$ cat config.mk
export PLATFORM = sky130hd
export DESIGN_NAME = nibble_serial_adder
export DESIGN_NICKNAME = d
export VERILOG_FILES = /design/src/rtl/nibble_pkg.sv /design/src/rtl/nibble_add.sv /design/src/rtl/nibble_serial_adder.sv
export SDC_FILE = /design/constraint.sdc
export NUM_CORES = 1
export LEC_CHECK = 0
export CORE_ASPECT_RATIO = 0.6
export CORE_MARGIN = 4
export CORE_UTILIZATION = 56
export CTS_CLUSTER_SIZE = 30
export DETAILED_ROUTE_END_ITERATION = 16
export GPL_ROUTABILITY_DRIVEN = 0
export PLACE_DENSITY_LB_ADDON = 0.08
export SLEW_MARGIN = 25
export SYNTH_ARGS = -nofsm -noshare
export SYNTH_HDL_FRONTEND = slang
export SYNTH_SLANG_ARGS = --single-unit
$ cat constraint.sdc
create_clock -name clk -period 4.18 [get_ports clk]
set_input_delay 0.627 -clock clk [delete_from_list [all_inputs] [get_ports clk]]
set_output_delay 0.627 -clock clk [all_outputs]
set_load 0.02 [all_outputs]
$ cat src/rtl/nibble_pkg.sv
// Shared definitions for the nibble-serial adder: nibble width, FSM states
// and the nibble-count derivation used to size the iteration counter.
package nibble_pkg;

  localparam int NIBBLE_W = 4;

  typedef enum logic [1:0] {
    IDLE = 2'd0,
    RUN  = 2'd1,
    DONE = 2'd2
  } state_e;

  // Number of nibble cycles needed for a WIDTH-bit operand.
  function automatic int nib_count(input int width);
    return width / NIBBLE_W;
  endfunction

endpackage

$ cat src/rtl/nibble_add.sv
// Combinational 4-bit adder slice. Besides the carry out it exposes the carry
// into bit 3, so the caller can form signed overflow on the top nibble.
module nibble_add
  import nibble_pkg::*;
(
  input  logic [NIBBLE_W-1:0] a4,
  input  logic [NIBBLE_W-1:0] b4,
  input  logic                ci,
  output logic [NIBBLE_W-1:0] s4,
  output logic                co,
  output logic                c3
);

  logic [NIBBLE_W:0]   full_s;
  logic [NIBBLE_W-1:0] low_s;

  // Full 5-bit sum gives the nibble result and its carry out.
  assign full_s = {1'b0, a4} + {1'b0, b4} + {4'b0000, ci};
  // Sum of the low three bits only: its MSB is the carry into bit 3.
  assign low_s  = {1'b0, a4[2:0]} + {1'b0, b4[2:0]} + {3'b000, ci};

  assign s4 = full_s[NIBBLE_W-1:0];
  assign co = full_s[NIBBLE_W];
  assign c3 = low_s[NIBBLE_W-1];

endmodule

$ cat src/rtl/nibble_serial_adder.sv
// Multi-cycle WIDTH-bit adder, one nibble per clock, LSB nibble first.
// Optional feature macro: NIBBLE_SERIAL_ADDER_SUB_EN adds a 'sub' input that
// turns the operation into a-b (B inverted, carry-in forced to 1).
module nibble_serial_adder
  import nibble_pkg::*;
#(
  parameter int WIDTH = 16
) (
  input  logic             clk,
  input  logic             rst_n,
`ifdef NIBBLE_SERIAL_ADDER_SUB_EN
  input  logic             sub,
`endif
  input  logic             start,
  input  logic [WIDTH-1:0] a,
  input  logic [WIDTH-1:0] b,
  input  logic             c_in,
  output logic             ready,
  output logic             done,
  output logic [WIDTH-1:0] sum,
  output logic             c_out,
  output logic             overflow
);

  localparam int NIB = nib_count(WIDTH);
  localparam int CW  = (NIB > 2) ? $clog2(NIB) : 1;

  logic             sub_s;
  state_e           state_q, state_d;
  logic [WIDTH-1:0] a_q, a_d, b_q, b_d, res_q, res_d, sum_q, sum_d;
  logic [CW-1:0]    cnt_q, cnt_d;
  logic             carry_q, carry_d, vf_q, vf_d;
  logic             c_out_q, c_out_d, ovf_q, ovf_d;
  logic             done_q, done_d, ready_q, ready_d;
  logic [NIBBLE_W-1:0] s4_s;
  logic             co_s, c3_s;

`ifdef NIBBLE_SERIAL_ADDER_SUB_EN
  assign sub_s = sub;
`else
  assign sub_s = 1'b0;
`endif

  // Single adder slice, reused on every RUN cycle on the low working nibbles.
  nibble_add u_nibble_add (
    .a4 (a_q[NIBBLE_W-1:0]),
    .b4 (b_q[NIBBLE_W-1:0]),
    .ci (carry_q),
    .s4 (s4_s),
    .co (co_s),
    .c3 (c3_s)
  );

  // Next-state and datapath logic; result outputs only change on leaving DONE.
  always_comb begin
    state_d = state_q;
    a_d     = a_q;
    b_d     = b_q;
    res_d   = res_q;
    cnt_d   = cnt_q;
    carry_d = carry_q;
    vf_d    = vf_q;
    sum_d   = sum_q;
    c_out_d = c_out_q;
    ovf_d   = ovf_q;
    done_d  = 1'b0;
    case (state_q)
      IDLE: begin
        if (start) begin
          a_d     = a;
          b_d     = sub_s ? ~b : b;
          carry_d = sub_s ? 1'b1 : c_in;
          res_d   = {WIDTH{1'b0}};
          vf_d    = 1'b0;
          cnt_d   = {CW{1'b0}};
          state_d = RUN;
        end else begin
          state_d = IDLE;
        end
      end
      RUN: begin
        res_d   = {s4_s, res_q[WIDTH-1:NIBBLE_W]};
        a_d     = a_q >> NIBBLE_W;
        b_d     = b_q >> NIBBLE_W;
        carry_d = co_s;
        // Only the value from the final (top) nibble survives to DONE.
        vf_d    = c3_s ^ co_s;
        cnt_d   = cnt_q + CW'(1);
        if (cnt_q == CW'(NIB - 1)) begin
          state_d = DONE;
        end else begin
          state_d = RUN;
        end
      end
      DONE: begin
        sum_d   = res_q;
        c_out_d = carry_q;
        ovf_d   = vf_q;
        done_d  = 1'b1;
        if (start) begin
          a_d     = a;
          b_d     = sub_s ? ~b : b;
          carry_d = sub_s ? 1'b1 : c_in;
          res_d   = {WIDTH{1'b0}};
          vf_d    = 1'b0;
          cnt_d   = {CW{1'b0}};
          state_d = RUN;
        end else begin
          state_d = IDLE;
        end
      end
      default: begin
        state_d = IDLE;
      end
    endcase
    ready_d = (state_d != RUN);
  end

  // State, working registers and registered outputs.
  always_ff @(posedge clk or negedge rst_n) begin
    if (!rst_n) begin
      state_q <= IDLE;
      a_q     <= {WIDTH{1'b0}};
      b_q     <= {WIDTH{1'b0}};
      res_q   <= {WIDTH{1'b0}};
      cnt_q   <= {CW{1'b0}};
      carry_q <= 1'b0;
      vf_q    <= 1'b0;
      sum_q   <= {WIDTH{1'b0}};
      c_out_q <= 1'b0;
      ovf_q   <= 1'b0;
      done_q  <= 1'b0;
      ready_q <= 1'b1;
    end else begin
      state_q <= state_d;
      a_q     <= a_d;
      b_q     <= b_d;
      res_q   <= res_d;
      cnt_q   <= cnt_d;
      carry_q <= carry_d;
      vf_q    <= vf_d;
      sum_q   <= sum_d;
      c_out_q <= c_out_d;
      ovf_q   <= ovf_d;
      done_q  <= done_d;
      ready_q <= ready_d;
    end
  end

  assign ready    = ready_q;
  assign done     = done_q;
  assign sum      = sum_q;
  assign c_out    = c_out_q;
  assign overflow = ovf_q;

endmodule

# Word-level counts from Yosys, hierarchy flattened
# Cells that the tools add are included.
[classes] n_addsub=5 eq_ne=5 muxes=16 n_bitwise=1 n_reduce_logical=4
[ops] op="$pmux 16 s2" count=3
[ops] op="$mux 16" count=3
[ops] op="$pmux 2 s2" count=2
[ops] op="$add 4x4->5" count=1
[ops] op="$add 5x1->5" count=1
[ops] op="$add 3x3->4" count=1
[ops] op="$add 4x1->4" count=1
[ops] op="$eq 2x2->1 const B" count=2
[ops] op="$mux 1" count=4
[ops] op="$mux 2" count=2
[ops] op="$ne 2x1->1 const B" count=2
[ops] op="$pmux 1 s2" count=2
[ops] op="$add 2x1->2 const B" count=1
[ops] op="$eq 2x1->1 const B" count=1
[ops] op="$logic_not 2->1" count=1
[ops] op="$reduce_and 2->1" count=1
[ops] op="$reduce_bool 2->1" count=1
[ops] op="$reduce_or 2->1" count=1
[ops] op="$xor 1x1->1" count=1
[word_totals] regBits=74 in_bits=36 output_inout_bits=20 elab_cells=43

# Logic depth before layout (Yosys ltp)
# Gate-level depths: netlist of run 1.
[logic_depth] depth_word=4 depth_mapped=7 ltp_nobuf=6

# Hierarchy
# From an unflattened synthesis of run 1, not the netlist that was laid out.
[unflattened] cells_unflattened=319 area_unflattened_um2=3772.4
[by_module_without_submodules] mod="nibble_serial_adder" instances=1 cells_each=299 area_per_inst_um2=3616.0 seq_area_each_um2=1853.0
[by_module_without_submodules] mod="nibble_add" instances=1 cells_each=20 area_per_inst_um2=156.4 seq_area_each_um2=0.0

# Least setup slack after synthesis of run 1
# OpenSTA, ideal clock, no wires.
[synth_timing] path_kind="reg-to-reg" start="register a_q[0]" end="register vf_q" setup_ps=126 t_arrival_ps=1779 required_ps=4054 setup_slack_ps=2274 path_stages_with_launch=7 path_buffers=0 synth_period_minus_slack_ps=1906 cell_sequence="dfrtp_1 -> fa_1 -> fa_1 -> a21o_1 -> a21oi_1 -> xnor2_1 -> o21ai_0"
[synth_between] elab_chain_cells=4 word_cells_on_any_way=6 classes_between="4 x add/sub; 1 x mux; 1 x bitwise"
[synth_rtl] element="start: declaration" line_no="nibble_serial_adder.sv:30" rtl="logic [WIDTH-1:0] a_q, a_d, b_q, b_d, res_q, res_d, sum_q, sum_d;"
[synth_rtl] element="start signal: assignment" line_no="nibble_serial_adder.sv:123" rtl="a_q <= {WIDTH{1'b0}};"
[synth_rtl] element="$add 4x4->5 or $add 3x3->4 (tied branches)" line_no="nibble_add.sv:18, nibble_add.sv:20"
[synth_rtl] element="$add 5x1->5 or $add 4x1->4 (tied branches)" line_no="nibble_add.sv:18, nibble_add.sv:20"
[synth_rtl] element="$xor 1x1->1 (*)" line_no="nibble_serial_adder.sv:87" rtl="vf_d = c3_s ^ co_s;"
[synth_rtl] element="$pmux 1 s2 (*)" line_no="nibble_serial_adder.sv:67" rtl="case (state_q)"
[synth_rtl] element="end signal: assignment" line_no="nibble_serial_adder.sv:141" rtl="vf_q <= vf_d;"
[synth_rtl] element="end: declaration" line_no="nibble_serial_adder.sv:32" rtl="logic carry_q, carry_d, vf_q, vf_d;"
# Every way passes the cells marked *; elsewhere a longest branch is shown, timed or not.
# A chain may end at the register's enable or synchronous reset.

# Worst setup path in the final report of run 1
[layout_timing] start="input port start" end="register b_q[8]"
[layout_between] elab_chain_cells=2
[layout_rtl] element="start: declaration" line_no="nibble_serial_adder.sv:14" rtl="input logic start,"
[layout_rtl] element="$ne 2x1->1 (no line)"
[layout_rtl] element="$reduce_and 2->1 (no line)"
[layout_rtl] element="end signal: assignment" line_no="nibble_serial_adder.sv:124" rtl="b_q <= {WIDTH{1'b0}};"
[layout_rtl] element="end: declaration" line_no="nibble_serial_adder.sv:30"
# No other way between the ends.

==> results.ini, run 1 <==
[cts]
clkLatencyLatePin_ps=340
cts_root_buf=clkbuf_8
cts_tree=yes
cts_buffers=9
clock_path_buffers=2
ctsResizeCount=0
hold_buffers=0
post_cts_buffers=0
htree_num_levels=3
path_clk_slew_ps=70
cts_sinks=74

[die]
start_util_pct=57.9
row_count=21
fp.dieH_microns=66.8
core-area_sq_mm=0.00557
die-area_sq_mm=0.00708
ios=56
die_w_microns=106

[pwr]
p_comb_share_pct=40.4
switchingPower_uw=1060
irDropWorstVdd_mv=0.444
seqPwrFrac_pct=44.3
p_per_area_mw_per_mm2=748
static-leakage-power_uw=0.00184
power.share.clock_pct=15.4
switching_share_pct=36.3
p_int_uw=1860

[sta]
tightestPinTransition_ps=918
post-route-min-period_ps=2170
setup_violations=0
clock.fmax_ghz=0.460
period_share_pct=52.0
fin_setup_tns_ps=0
timing.final.max_slew_violations=0
rsz0062_at_grt=no
relSlewSlack_pct=38.8
hold_viol=0
skew_ps=10.9

[detailed_routing]
wl_microns=5750
antenna_left=0
drtIter0Drc=58
firstDrtPassIters=4
wl_per_cell_microns=14.9
viasPerCell=5.23
vias=2023
drc=0

[place]
numPlacedInstances=373
hpwl_microns=3790
io_buffer_count=55

[layout]
diodes=0
final_cells=387
layout_commonest_cell=dfrtp_1
mostFrequentLayoutCells=72 x dfrtp_1, 54 x clkdlybuf4s50_1, 36 x nand2_1
final_net_count=346
drive_gt1_share_pct=12.4
syn_to_final_growth_pct=20.9

[setup_path]
crit_type=input pin to flip-flop
cp-end-kind=flip-flop
critPathRequiredTime_ps=4380
crit_path_max_fanout=67
crit_path_start_kind=input pin
crit_chain=clkdlybuf4s50_1, nand2b_2, and2_4, o21ai_0
max_stage_delay_ps=730
startpoint=start
r2r_start=state_q[0]
arrival_ps=2370
crit_slowest_cell=clkdlybuf4s50_1

[job]
max_cap_violations=0

[global_route]
track_usage_pct=17.9
met2_usage_pct=24.6
grt_pass1_wl_microns=9640
antenna_found_initial=0
grt_util_met3_pct=6.00
gr-total-overflow=0
grt_pass1_vias=1961
grt_util_met1_pct=26.1
grt_max_degree=75
grt.busiest_layer=met1

[yosys]
yosys_warnings=0
synth_seq_cells=74
ys_seq_area_share_pct=57.4
synthesis.nets=297
syn_area_per_cell_sq_um=12.6
syn_area_sq_mm=0.00323
netlist_instances=255
synth.distinct_cells=28

[outcome]
status=complete, no violations

[worst_hold_path]
hold_class=input pin to asynchronous set/reset pin

-- worst paths after layout --
kind | to | slack (ps) | cells past startpoint
worst min register to register | b_q[10] | 480 | 2
worst max register to register | b_q[8] | 2010 | 3
worst min-delay path | res_q[4] | 380 | 1
worst max-delay path | b_q[8] | 2010 | 4
max in group asynchronous | state_q[0] | 3140 | 1
min in group clk | b_q[10] | 480 | 2
-- per-layer routing --
layer	vias to the layer above	share of wire [%]
met5	-	0
li1	986	-
met2	37	41
met1	991	53
met4	0	1.4
met3	9	4.9
-- flip-flops by register name, summed over array words and instances, names as in the netlist, 2 cells and up --
signal   flops
a_q         16
b_q         16
res_q       16
sum         16
cnt_q        2
state_q      2
-- layout make-up --
| cell class | instances | area (sq um) |
|---|---|---|
| Inverter | 3 | 11.3 |
| Tap cell | 80 | 100 |
| Clock inverter | 3 | 18.8 |
| Clock buffer | 11 | 131 |
| Timing Repair Buffer | 55 | 548 |
| Sequential cell | 74 | 1850 |
| Fill cell | 438 | 1670 |
| Multi-Input combinational cell | 161 | 1240 |
-- through the flow --
step	utilization (%)	area, sq um	hold WS [ps]	worst slack [ps]	total power, uW
floorplan	-	3230	331	2270	2150
global placement	67.3	3750	462	1710	2450
detailed placement	67.3	3750	470	1640	2490
CTS	70.0	3900	438	1880	2950
global route	70.0	3900	457	1780	3140
finish	70.0	3900	381	2010	2920
-- cell families (layout without fill, tap and decap cells) --
family | count (synthesis) | count (layout) | synth area share (%)
mux | 50 | 50 | 17.3
xor+xnor | 3 | 3 | 0.815
fa+ha+maj | 6 | 6 | 2.79
flops | 74 | 74 | 57.4
simple gates | 44 | 44 | 6.28
buf+inv | 20 | 72 | 4.31
compound gates | 58 | 58 | 11.1
-- power by group through the flow --
stage	Clock (uW)	Combinational (uW)	Sequential, uW
final	449	1180	1290
after floorplan	0	857	1290
after CTS	464	1190	1290
after global placement	0	1160	1300
after global routing	498	1300	1340
after detailed placement	0	1180	1300
-- worst max-delay path: cells and delay by family --
| family | cells | cell delay (ps) |
|---|---|---|
| AO/OA/AOI/OAI | 1 | 200 |
| AND/OR/NAND/NOR | 2 | 810 |
| buffers and inverters | 1 | 730 |
-- cells in the mapped netlist --
| cell type | n | share of area [%] |
|---|---|---|
| mux2_4 | 9 | 4.2 |
| o21a_1 | 1 | 0.23 |
| nor2_1 | 1 | 0.12 |
| o21ai_1 | 3 | 0.47 |
| a21oi_1 | 2 | 0.31 |
| nand2b_2 | 1 | 0.27 |
| inv_1 | 3 | 0.35 |
| buf_2 | 6 | 0.93 |
| xnor2_1 | 2 | 0.54 |
| nor2b_1 | 1 | 0.19 |
| dfrtp_1 | 73 | 57 |
| o221ai_1 | 1 | 0.27 |
| a22o_1 | 15 | 4.1 |
| dfstp_2 | 1 | 0.81 |
| mux2i_1 | 32 | 9.9 |
| ha_1 | 4 | 1.6 |
| and2_4 | 1 | 0.27 |
| buf_4 | 1 | 0.23 |
| a21o_1 | 2 | 0.47 |
| nand2b_4 | 2 | 0.85 |
| buf_6 | 7 | 2.4 |
| xor2_1 | 1 | 0.27 |
| o21ai_0 | 34 | 5.3 |
| and2_1 | 2 | 0.39 |
| fa_1 | 2 | 1.2 |
| nand2_1 | 36 | 4.2 |
| mux2_2 | 9 | 3.1 |
| clkbuf_1 | 3 | 0.35 |
(Power assumes the default switching activity.)
==> run 2: changes to the inputs <==
--- a/config.mk
+++ b/config.mk
@@ -7,7 +7,7 @@
 export LEC_CHECK = 0
 export CORE_ASPECT_RATIO = 0.6
 export CORE_MARGIN = 4
-export CORE_UTILIZATION = 56
+export CORE_UTILIZATION = 52
 export CTS_CLUSTER_SIZE = 30
 export DETAILED_ROUTE_END_ITERATION = 16
 export GPL_ROUTABILITY_DRIVEN = 0
==> constraint.sdc (replaced) <==
create_clock -name clk -period 2 [get_ports clk]
set_input_delay 0.3 -clock clk [delete_from_list [all_inputs] [get_ports clk]]
set_output_delay 0.3 -clock clk [all_outputs]
set_load 0.02 [all_outputs]
==> run 2 against run 1 <==
Compared with the run above:
- total power rose by 110%
- combinational power rose by 120%
- register-to-register slack got worse by 1800 ps
- worst hold slack got worse by 17 ps
- clock power rose by 120%
- critical endpoint is now vf_q
- die area rose by 6.9%
- sequential cell count did not move
- global-route usage fell by 0.30 points
- sequential share of layout area fell by 0.87 points
- final cell count rose by 1.6%
- non-clock buffer count rose by 4
==> results.ini, run 2 (synthesis results as in run 1) <==
[die]
core-area_sq_mm=0.00578
ios=56
start_util_pct=55.8
row_count=21
die-area_sq_mm=0.00757
die_w_microns=110
fp.dieH_microns=69.0

[pwr]
p_comb_share_pct=42.3
power.share.clock_pct=16.1
irDropWorstVdd_mv=0.793
p_int_uw=3920
switching_share_pct=36.8
switchingPower_uw=2280
p_per_area_mw_per_mm2=1560
static-leakage-power_uw=0.00187
seqPwrFrac_pct=41.6

[global_route]
antenna_found_initial=0
grt_pass1_vias=2017
grt_max_degree=68
grt_pass1_wl_microns=10200
grt_util_met1_pct=26.6
grt_util_met3_pct=5.69
met2_usage_pct=23.7
track_usage_pct=17.6
grt.busiest_layer=met1
gr-total-overflow=0

[layout]
layout_commonest_cell=dfrtp_1
final_net_count=350
drive_gt1_share_pct=15.3
utilization_pct=68.7
mostFrequentLayoutCells=72 x dfrtp_1, 54 x clkdlybuf4s50_1, 36 x nand2_1
syn_to_final_growth_pct=23.2
final_cells=393
diodes=0

[sta]
tightestPinTransition_ps=648
post-route-min-period_ps=1840
hold_ws_ps=365
timing.final.max_slew_violations=0
hold_viol=0
clock.fmax_ghz=0.544
period_share_pct=92.0
fin_setup_tns_ps=0
rsz0062_at_grt=no
relSlewSlack_pct=56.6
setup_violations=0
skew_ps=6.80

[detailed_routing]
vias=2033
drtIter0Drc=60
wl_per_cell_microns=15.3
firstDrtPassIters=4
wl_microns=6010
antenna_left=0
viasPerCell=5.17
drc=0

[cts]
cts_tree=yes
cts_root_buf=clkbuf_8
cts_sinks=74
clock_path_buffers=2
clkLatencyLatePin_ps=340
post_cts_buffers=0
htree_num_levels=3
path_clk_slew_ps=80
cts_buffers=9

[setup_path]
crit_path_max_fanout=2
crit_type=flip-flop to flip-flop
critPathRequiredTime_ps=2230
cp-end-kind=flip-flop
crit_path_start_kind=flip-flop
arrival_ps=2070

[outcome]
status=complete, no violations

[place]
numPlacedInstances=376
hpwl_microns=4090
io_buffer_count=55

[job]
max_cap_violations=0

[worst_hold_path]
hold_class=input pin to asynchronous set/reset pin

## run 2: cell type report
type	count	area, sq um
inverter	3	11.3
clock buffer	9	124
multi-input combinational	161	1240
clock inverter	7	45.0
sequential	74	1850
tap	80	100
timing repair buffer	59	593
fill	472	1810
## run 2: critical path, stage by stage, from the launching register on
cell	delay, ps
dfrtp_1	410
fa_2	410
fa_2	360
a21o_1	170
a21oi_2	160
xnor2_1	130
o21ai_0	90
## run 2: worst paths after layout
kind                             start  slack [ps]  depth (start not counted)      end
worst max-delay path            a_q[0]         160                          6     vf_q
worst min-delay path             rst_n         360                          2  a_q[10]
worst max register to register  a_q[0]         160                          6     vf_q
worst min register to register  b_q[4]         480                          2   b_q[4]
max in group asynchronous        rst_n        1020                          3    ready
min in group clk                b_q[4]         480                          2   b_q[4]
## run 2: power by group through the flow
stage          registers, uW  logic, uW  clock network [uW]
3_5_place_dp            2610       2630                   0
6_report                2580       2630                 998
3_3_place_gp            2580       2590                   0
4_1_cts                 2580       2660                1030
5_1_grt                 2670       2930                1090
2_1_floorplan           2710       1790                   0
## run 2: repair_timing
action                                  4_1_cts  5_1_grt
hold endpoints to repair                     19        0
resized for setup                             1        2
hold buffers                                  1        0
endpoints found under the setup margin        1        1
## run 2: layer usage
layer  part of all wire (%)  routed length, microns  up-vias
li1                       -                       -     1001
met1                     51                    3040      982
met2                     43                    2580       41
met3                    5.3                     319        9
met4                    1.2                      73        0
met5                      0                       0        -
## run 2: per-stage QoR
stage | instance area (sq um) | total power (uW) | worst slack (ps)
final | 3970 | 6200 | 160
after global routing | 3970 | 6690 | 77.5
after CTS | 3970 | 6270 | 36.3
after detailed placement | 3780 | 5240 | 4.72
after global placement | 3780 | 5170 | 48.7
after floorplan | 3230 | 4500 | 94.3
